**config.mk**
```make
export PLATFORM = sky130hd
export DESIGN_NAME = ad9833_sweep
export DESIGN_NICKNAME = d
export VERILOG_FILES = /design/src/rtl/ad9833_sweep_pkg.sv /design/src/rtl/ad9833_dwell_timer.sv /design/src/rtl/ad9833_sweep.sv
export SDC_FILE = /design/constraint.sdc
export NUM_CORES = 1
export LEC_CHECK = 0
export ABC_AREA = 1
export CELL_PAD_IN_SITES_DETAIL_PLACEMENT = 0
export CELL_PAD_IN_SITES_GLOBAL_PLACEMENT = 1
export CORE_MARGIN = 2
export CORE_UTILIZATION = 34
export DETAILED_ROUTE_END_ITERATION = 7
export GPL_TIMING_DRIVEN = 0
export PLACE_DENSITY = 0.78
export SYNTH_ARGS = -nofsm -noshare
export SYNTH_HDL_FRONTEND = slang
export SYNTH_HIERARCHICAL = 1
export SYNTH_SLANG_ARGS = --single-unit
```
**constraint.sdc**
```tcl
create_clock -name clk -period 1.85 [get_ports clk]
set_input_delay 0.2775 -clock clk [delete_from_list [all_inputs] [get_ports clk]]
set_output_delay 0.2775 -clock clk [all_outputs]
set_load 0.1 [all_outputs]
```
**src/rtl/ad9833_sweep_pkg.sv**
```systemverilog
// Shared types and constants for the AD9833 frequency sweep sequencer.
// Holds the FSM state set, control-word constants and datapath widths.
package ad9833_sweep_pkg;

    localparam int unsigned FREQ_W  = 28;
    localparam int unsigned STEP_W  = 12;
    localparam int unsigned DWELL_W = 24;

    localparam logic [15:0] CTRL_B28    = 16'h2000;
    localparam logic [15:0] CTRL_STOP   = 16'h2100;
    localparam logic [15:0] WAVE_SINE   = 16'h0000;
    localparam logic [15:0] WAVE_TRI    = 16'h0002;
    localparam logic [15:0] WAVE_SQUARE = 16'h0028;
    localparam logic [15:0] WAVE_SQ_DIV = 16'h0020;

    typedef enum logic [3:0] {
        S_IDLE,
        S_REQ,
        S_WAIT_ACK,
        S_WAIT_DONE,
        S_DWELL,
        S_STOP_REQ,
        S_STOP_ACK,
        S_STOP_DONE,
        S_FINISH
    } sweep_state_e;

    function automatic logic [15:0] wave_ctrl(input logic [1:0] sel);
        logic [15:0] code;
        code = WAVE_SINE;
        case (sel)
            2'd0:    code = WAVE_SINE;
            2'd1:    code = WAVE_TRI;
            2'd2:    code = WAVE_SQUARE;
            default: code = WAVE_SQ_DIV;
        endcase
        return CTRL_B28 | code;
    endfunction

endpackage

```
**src/rtl/ad9833_dwell_timer.sv**
```systemverilog
// Down-counter that holds each sweep point for a loaded number of cycles.
// expire is asserted during the last counted cycle.
module ad9833_dwell_timer
    import ad9833_sweep_pkg::*;
(
    input  logic               clk,
    input  logic               rst_n,
    input  logic               load,
    input  logic [DWELL_W-1:0] load_val,
    input  logic               count,
    output logic               expire
);

    logic [DWELL_W-1:0] count_d;
    logic [DWELL_W-1:0] count_q;

    always_comb begin
        count_d = count_q;
        if (load) begin
            count_d = load_val;
        end else if (count && (count_q != '0)) begin
            count_d = count_q - DWELL_W'(1);
        end
    end

    assign expire = count && (count_q == DWELL_W'(1));

    always_ff @(posedge clk) begin
        if (!rst_n) begin
            count_q <= '0;
        end else begin
            count_q <= count_d;
        end
    end

endmodule

```
**src/rtl/ad9833_sweep.sv**
```systemverilog
// Sweep sequencer: issues a series of tuning-word writes to an AD9833 serial
// writer, dwelling between points, with optional output-reset stop write.
module ad9833_sweep
    import ad9833_sweep_pkg::*;
(
    input  logic               clk,
    input  logic               rst_n,
    input  logic               start,
    input  logic               abort,
    input  logic [FREQ_W-1:0]  start_word,
    input  logic [FREQ_W-1:0]  step_word,
    input  logic [STEP_W-1:0]  num_steps,
    input  logic [DWELL_W-1:0] dwell_cycles,
    input  logic [1:0]         wave_sel,
    input  logic               hold_last,
    output logic               go,
    output logic [15:0]        control,
    output logic [FREQ_W-1:0]  freq,
    input  logic               good_to_reset_go,
    input  logic               send_complete,
    output logic               busy,
    output logic               done,
    output logic [STEP_W-1:0]  step_idx,
    output logic               wrapped
);

    sweep_state_e       state_d, state_q;
    logic               go_d, go_q;
    logic [15:0]        control_d, control_q;
    logic [FREQ_W-1:0]  freq_d, freq_q;
    logic               busy_d, busy_q;
    logic               done_d, done_q;
    logic [STEP_W-1:0]  step_idx_d, step_idx_q;
    logic               wrapped_d, wrapped_q;
    logic [FREQ_W-1:0]  step_word_d, step_word_q;
    logic [STEP_W-1:0]  num_steps_d, num_steps_q;
    logic [DWELL_W-1:0] dwell_d, dwell_q;
    logic               hold_last_d, hold_last_q;
    logic               abort_pend_d, abort_pend_q;

    logic               timer_load;
    logic               timer_count;
    logic               timer_expire;
    logic               advance;
    logic [FREQ_W:0]    freq_sum;

    ad9833_dwell_timer u_dwell_timer (
        .clk      (clk),
        .rst_n    (rst_n),
        .load     (timer_load),
        .load_val (dwell_q),
        .count    (timer_count),
        .expire   (timer_expire)
    );

    always_comb begin
        state_d      = state_q;
        go_d         = go_q;
        control_d    = control_q;
        freq_d       = freq_q;
        busy_d       = busy_q;
        done_d       = 1'b0;
        step_idx_d   = step_idx_q;
        wrapped_d    = wrapped_q;
        step_word_d  = step_word_q;
        num_steps_d  = num_steps_q;
        dwell_d      = dwell_q;
        hold_last_d  = hold_last_q;
        abort_pend_d = abort_pend_q;
        timer_load   = 1'b0;
        timer_count  = 1'b0;
        advance      = 1'b0;
        freq_sum     = {1'b0, freq_q} + {1'b0, step_word_q};

        case (state_q)
            S_IDLE: begin
                if (start) begin
                    step_word_d  = step_word;
                    num_steps_d  = num_steps;
                    dwell_d      = dwell_cycles;
                    hold_last_d  = hold_last;
                    control_d    = wave_ctrl(wave_sel);
                    freq_d       = start_word;
                    step_idx_d   = '0;
                    wrapped_d    = 1'b0;
                    abort_pend_d = 1'b0;
                    busy_d       = 1'b1;
                    state_d      = S_REQ;
                end
            end
            S_REQ: begin
                if (abort) begin
                    state_d = S_STOP_REQ;
                end else if (!good_to_reset_go) begin
                    go_d    = 1'b1;
                    state_d = S_WAIT_ACK;
                end
            end
            S_WAIT_ACK: begin
                if (abort) begin
                    abort_pend_d = 1'b1;
                end
                if (good_to_reset_go) begin
                    go_d    = 1'b0;
                    state_d = S_WAIT_DONE;
                end
            end
            S_WAIT_DONE: begin
                if (abort) begin
                    abort_pend_d = 1'b1;
                end
                // An abort seen during the write (even this cycle) skips the dwell.
                if (send_complete) begin
                    if (abort_pend_q || abort) begin
                        state_d = S_STOP_REQ;
                    end else if (dwell_q != '0) begin
                        timer_load = 1'b1;
                        state_d    = S_DWELL;
                    end else begin
                        advance = 1'b1;
                    end
                end
            end
            S_DWELL: begin
                timer_count = 1'b1;
                if (abort) begin
                    state_d = S_STOP_REQ;
                end else if (timer_expire) begin
                    advance = 1'b1;
                end
            end
            S_STOP_REQ: begin
                control_d = CTRL_STOP;
                if (!good_to_reset_go) begin
                    go_d    = 1'b1;
                    state_d = S_STOP_ACK;
                end
            end
            S_STOP_ACK: begin
                if (good_to_reset_go) begin
                    go_d    = 1'b0;
                    state_d = S_STOP_DONE;
                end
            end
            S_STOP_DONE: begin
                if (send_complete) begin
                    state_d = S_FINISH;
                end
            end
            S_FINISH: begin
                done_d  = 1'b1;
                busy_d  = 1'b0;
                state_d = S_IDLE;
            end
            default: begin
                state_d = S_IDLE;
            end
        endcase

        if (advance) begin
            if (step_idx_q == num_steps_q) begin
                state_d = hold_last_q ? S_FINISH : S_STOP_REQ;
            end else begin
                freq_d     = freq_sum[FREQ_W-1:0];
                wrapped_d  = wrapped_q | freq_sum[FREQ_W];
                step_idx_d = step_idx_q + STEP_W'(1);
                state_d    = S_REQ;
            end
        end
    end

    always_ff @(posedge clk) begin
        if (!rst_n) begin
            state_q      <= S_IDLE;
            go_q         <= 1'b0;
            control_q    <= CTRL_B28;
            freq_q       <= '0;
            busy_q       <= 1'b0;
            done_q       <= 1'b0;
            step_idx_q   <= '0;
            wrapped_q    <= 1'b0;
            step_word_q  <= '0;
            num_steps_q  <= '0;
            dwell_q      <= '0;
            hold_last_q  <= 1'b0;
            abort_pend_q <= 1'b0;
        end else begin
            state_q      <= state_d;
            go_q         <= go_d;
            control_q    <= control_d;
            freq_q       <= freq_d;
            busy_q       <= busy_d;
            done_q       <= done_d;
            step_idx_q   <= step_idx_d;
            wrapped_q    <= wrapped_d;
            step_word_q  <= step_word_d;
            num_steps_q  <= num_steps_d;
            dwell_q      <= dwell_d;
            hold_last_q  <= hold_last_d;
            abort_pend_q <= abort_pend_d;
        end
    end

    assign go       = go_q;
    assign control  = control_q;
    assign freq     = freq_q;
    assign busy     = busy_q;
    assign done     = done_q;
    assign step_idx = step_idx_q;
    assign wrapped  = wrapped_q;

endmodule

```
# Yosys cells after proc, flatten, opt, wreduce, memory -nomap -nowiden
# Index checks and enable logic that the tools add are counted.
# op_classes
add_sub_neg,3
n_eq_ne,25
n_mux,53
mul,0
div_mod_pow,0
n_reduce_logical,20
n_shift,0
bitwise_logic,1
n_lt_le_gt_ge,0
# op_table
op,count
$mux 28,4
$mux 4,14
$mux 12,4
$mux 24,2
$reduce_bool 24->1,2
$pmux 16 s2,1
$pmux 4 s8,1
$add 28x28->29,1
$eq 24x1->1 const B,1
$sub 24x1->24 const B,1
$mux 1,21
$ne 3x3->1 const B,7
$pmux 6 s3,1
$eq 4x3->1 const B,4
$mux 16,1
$add 12x1->12 const B,1
$eq 12x12->1,1
$reduce_and 9->1,1
$eq 4x2->1 const B,2
$ne 4x4->1 const B,2
$reduce_bool 2->1,4
$pmux 1 s2,3
$reduce_and 2->1,3
$reduce_and 3->1,2
other kinds (14),18
# totals
latch_bits,0
reg_bits,154
input_bits,101
mem_bits_rw,0
romBits,0
out_inout_bits,60
memories,0

# Longest topological paths before layout
# logic_depth
word_depth,8
ltp_mapped,13

# Hierarchy
# Netlist, hierarchy kept.
# modules_own_cells
mod,area_per_inst_um2,cells_each,n_inst
ad9833_sweep,7802.5,1218,1
ad9833_dwell_timer,1789.2,303,1

# Worst setup path before layout
# No wires, ideal clock.
# synth_timing
path_kind,register -> register
from,"register step_idx_q[1], in the netlist step_idx[1]"
to,"register step_idx_q[8], in the netlist step_idx[8]"
path_buffers,0
required_time_ns,1.711
stages_incl_launch_ff,13
synth_period_minus_slack_ns,2.398
arrival_ns,2.259
slack_ns,-0.548
cell_sequence,dfxtp_1 -> ha_1 -> nand3_1 -> nor2_1 -> nand2_1 -> nor2_1 -> nand2_1 -> nand2_1 -> nand2_1 -> nand2_1 -> nand2_1 -> nand2_1 -> a21oi_2
# synth_via
elab_chain_cells,3
word_cells_on_any_way,4
# synth_lines
item,line,text
"start, declared",ad9833_sweep.sv:33,"logic [STEP_W-1:0] step_idx_d, step_idx_q;"
"start signal, assigned",ad9833_sweep.sv:194,step_idx_q <= step_idx_d;
$add 12x1->12 / $eq 12x12->1 (equally long branches),"ad9833_sweep.sv:166, ad9833_sweep.sv:161",
$mux 12 (*),ad9833_sweep.sv:161,if (step_idx_q == num_steps_q) begin
$mux 12 (*),ad9833_sweep.sv:160,if (advance) begin
# Every way passes the cells marked *; elsewhere a longest branch is shown, timed or not.
# A chain may end at the register's enable or synchronous reset.

# Worst setup path in the final report
# layout_timing
from,register u_dwell_timer.count_q[20]
to,register state_q[2]
# layout_via
elab_chain_cells,7
word_cells_on_any_way,16
# layout_lines
item,line,text
"start, declared",ad9833_dwell_timer.sv:15,logic [DWELL_W-1:0] count_q;
"start signal, assigned",ad9833_dwell_timer.sv:32,count_q <= count_d;
$eq 24x1->1 (*),ad9833_dwell_timer.sv:26,assign expire = count && (count_q == DWELL_W'(1));
$logic_and 1x1->1 (*),ad9833_dwell_timer.sv:26,
named net timer_expire,ad9833_sweep.sv:43,logic timer_expire;
$mux 1 (*),ad9833_sweep.sv:128,end else if (timer_expire) begin
$mux 1 (*),ad9833_sweep.sv:126,if (abort) begin
$pmux 1 s2 (*),ad9833_sweep.sv:75,case (state_q)
$ne 4x4->1 (no source line) / $ne 3x3->1 (equally long branches),n/a,
$reduce_and 9->1 (no source line),n/a,
"end signal, assigned",ad9833_sweep.sv:188,state_q <= state_d;
"end, declared",ad9833_sweep.sv:27,"sweep_state_e state_d, state_q;"
# The timed path passes the listed nets; every way through them passes the cells marked *.

==> flow_summary.yaml <==
pwr:
  clkPwrFrac: 0.199
  p_per_area_nw_per_um2: 1470
  cell_internal_pwr_uw: 10600
  p_seq_frac: 0.230
  ir_drop_v: 0.000970
  p_leak_uw: 0.00622
  power_frac_comb: 0.571
  power.total_uw: 20300
  p_sw_uw: 9750
  switching_share: 0.480
global_routing:
  antenna_found_initial: 0
  grt_pass1_vias: 9890
  grtUsageTotal: 0.233
  grt_pass1_wl_um: 52700
  grt_overflow_total: 0
  grt_max_degree: 17
detailed_routing:
  vias: 10400
  wl_met1_um: 15500
  highest_layer: "met4"
  drtAntennaViolNets: 0
  wl_met3_um: 1750
  drtPass1Iterations: 5
  first_iter_violations: 488
  routedWlPerCell_um: 16.2
  wl_met2_um: 16700
  drc: 0
  drt-total-wl_um: 34600
  via_per_inst: 4.86
floorplan:
  die_h_um: 172
  die_area_um2: 29600
  coreArea_um2: 27800
  io_pins: 161
  fp-row-count: 61
  dieWidth_um: 172
  initial_core_util: 0.345
timing:
  finalHoldViolCount: 0
  finalSetupViolations: 44
  post-route-period-util: 1.15
  fin_crit_ns: 2.13
  max_clock_freq_ghz: 0.470
  fin_tns_setup_ns: -9.12
  tightest_slew_ns: 0.876
  relSlewSlack: 0.416
  post-route-worst-setup-slack_ns: -0.277
  skew_ns: 0.0149
  drv_slew: 0
  rsz0062_at_grt: "yes"
run_status:
  outcome: "finished with violations"
  violations: "setup timing"
setup_path:
  crit_path_end_kind: "flip-flop"
  cp_data_required_time_ns: 2.20
  path_max_fanout: 5
  rr_worst_depth: 14
  start_kind: "flip-flop"
  path_class: "flip-flop to flip-flop"
  cp.arrival_ns: 2.48
place:
  gp_congestion: 0.930
  placement.io_buffers: 148
  dp_slack_ns: -0.733
  dp_hpwl_um: 25100
synthesis:
  synth_area_leader_cell: "dfxtp_1"
  synth_edf_count: 0
  yosysWarnings: 6
  synth_common_cells: "nand2_1 (551), nor2_1 (167), dfxtp_1 (142)"
  ys_seq_area_frac: 0.296
  synth.most_common_cell: "nand2_1"
  synth.avg_cell_area_um2: 6.31
  synthArstFlopShare: 0
  ys_types: 49
  yosysTopAreaCellShare: 0.296
  synth_flop_cell: "dfxtp_1"
  syn_inst: 1521
  synth.area.top_cells: "dfxtp_1 (30%), nand2_1 (22%), nor2_1 (6.5%), a21oi_1 (6.3%), inv_1 (5.1%)"
  syn_area_um2: 9590
  synth-seq-cells: 142
cts:
  clock_latency_ns: 0.44
  cts_hold_buf: 0
  cts_tree: "done"
  cts_root_buf: "clkbuf_16"
  clk_pin_slew_ns: 0.07
  htreeDepth: 4
  cts.sinks: 142
  numCtsBuffers: 17
  clk_path_buf_depth: 2
final_layout:
  fin_nets: 1878
  drive_gt1_frac: 0.263
  fill_cells: 2862
  n_antenna_cell: 0
  area_growth_syn_to_layout_pct: 44.7
hold_path:
  min_delay_path_depth: 3
  hp-class: "input port to flip-flop"
flow_run:
  max-cap-violations: 0
==> what timing repair did <==
| action | 4_1_cts | 5_1_grt |
|---|---|---|
| buffers inserted | 25 | 15 |
| endpoints found under the setup margin | 121 | 98 |
| hold endpoints to repair | 0 | 0 |
| resized for setup | 273 | 143 |
| pin swaps | 35 | 46 |
| cloned | 9 | 0 |
==> worst max-delay path, cell delays in order (launching register included) <==
cell,delay (ns)
dfxtp_1,0.36
nor2_1,0.13
nand2_1,0.10
nor2_4,0.13
nand2_2,0.08
nor4_4,0.28
nand3_4,0.15
buf_6,0.16
nand2_8,0.09
buf_6,0.14
inv_8,0.04
buf_12,0.14
nand3_2,0.06
nand2_1,0.05
nor2_1,0.12
==> path summary, 6_finish.rpt <==
kind / startpoint / endpoint / slack [ns]
max reg2reg: u_dwell_timer/count_q[20] / state_q[2] / -0.28
max: u_dwell_timer/count_q[20] / state_q[2] / -0.28
min reg2reg: abort_pend_q / abort_pend_q / 0.47
min: step_word[13] / step_word_q[13] / 0.39
==> layout make-up <==
type | instances | area [um^2] | share of cell area
Buffer | 59 | 498 | 0.0359
Clock buffer | 22 | 518 | 0.0373
Clock inverter | 10 | 171 | 0.0124
Inverter | 152 | 593 | 0.0427
Multi-Input combinational cell | 1178 | 6490 | 0.468
Sequential cell | 142 | 3010 | 0.217
Tap cell | 378 | 473 | 0.0341
Timing Repair Buffer | 194 | 2120 | 0.153
==> power by group through the flow <==
stage                     clock [uW]  combinational [uW]  sequential (uW)
after floorplan                    0                6750             5490
after global placement             0               10000             4580
after detailed placement           0               10100             4590
after CTS                       4100               10600             4590
after global routing            4220               12700             4760
final                           4050               11600             4670
==> sequential cells by signal, indices dropped and copies added, names as in the netlist <==
register and cells:
step_idx 12, go 1, done 1, hold_last_q 1, busy 1, control 4
freq 28, dwell_q 24, step_word_q 28, u_dwell_timer/count_q 24, num_steps_q 12, state_q 4
wrapped 1, abort_pend_q 1
==> cells in the final DEF (no fill, tap or decap), types with 12 or more instances in the layout <==
cell type | Yosys | routed
xor2_1 | 23 | 22
nand2_1 | 551 | 500
dfxtp_4 | 0 | 38
nand3_2 | 3 | 12
nor2_1 | 167 | 129
clkbuf_16 | 0 | 20
dfxtp_2 | 0 | 19
ha_1 | 32 | 16
nand2_4 | 4 | 29
conb_1 | 2 | 12
inv_2 | 18 | 16
clkdlybuf4s15_2 | 0 | 48
clkdlybuf4s50_1 | 0 | 100
a21oi_2 | 14 | 16
a21oi_1 | 121 | 118
dfxtp_1 | 142 | 85
buf_4 | 23 | 48
mux2i_1 | 16 | 16
nand4_1 | 15 | 15
buf_6 | 7 | 14
nand2_2 | 19 | 44
inv_1 | 131 | 130
nor2_2 | 16 | 33
o21ai_0 | 29 | 27
nor2_4 | 7 | 28
nand3_1 | 87 | 78
nor3_1 | 15 | 12
==> through the flow <==
stage,utilization,hold WS [ns],cell area (um^2),instances
6_report,0.499,0.388,13900,2135
5_1_grt,0.499,0.399,13900,2135
3_3_place_gp,0.422,0.454,11700,2057
3_5_place_dp,0.422,0.459,11700,2057
2_1_floorplan,-,0.413,9770,1531
4_1_cts,0.480,0.377,13300,2123
==> layer usage <==
metal	vias up	GRT usage
li1	5251	-
met5	-	0
met4	0	0.0691
met1	4796	0.299
met2	283	0.404
met3	43	0.0355
==> logic make-up (layout without fill, tap and decap cells) <==
family | after synthesis | count (layout) | synth area share
xor gates and xnor gates | 29 | 29 | 0.0265
other | 2 | 12 | 0.000783
AOI/OAI and AO/OA | 179 | 179 | 0.103
and+or+nand+nor | 903 | 904 | 0.403
DFF | 142 | 142 | 0.296
adders and majority gates | 33 | 33 | 0.0438
buffers and inverters | 212 | 437 | 0.104
muxes | 21 | 21 | 0.0226
Power figures use the tool's default switching activity.
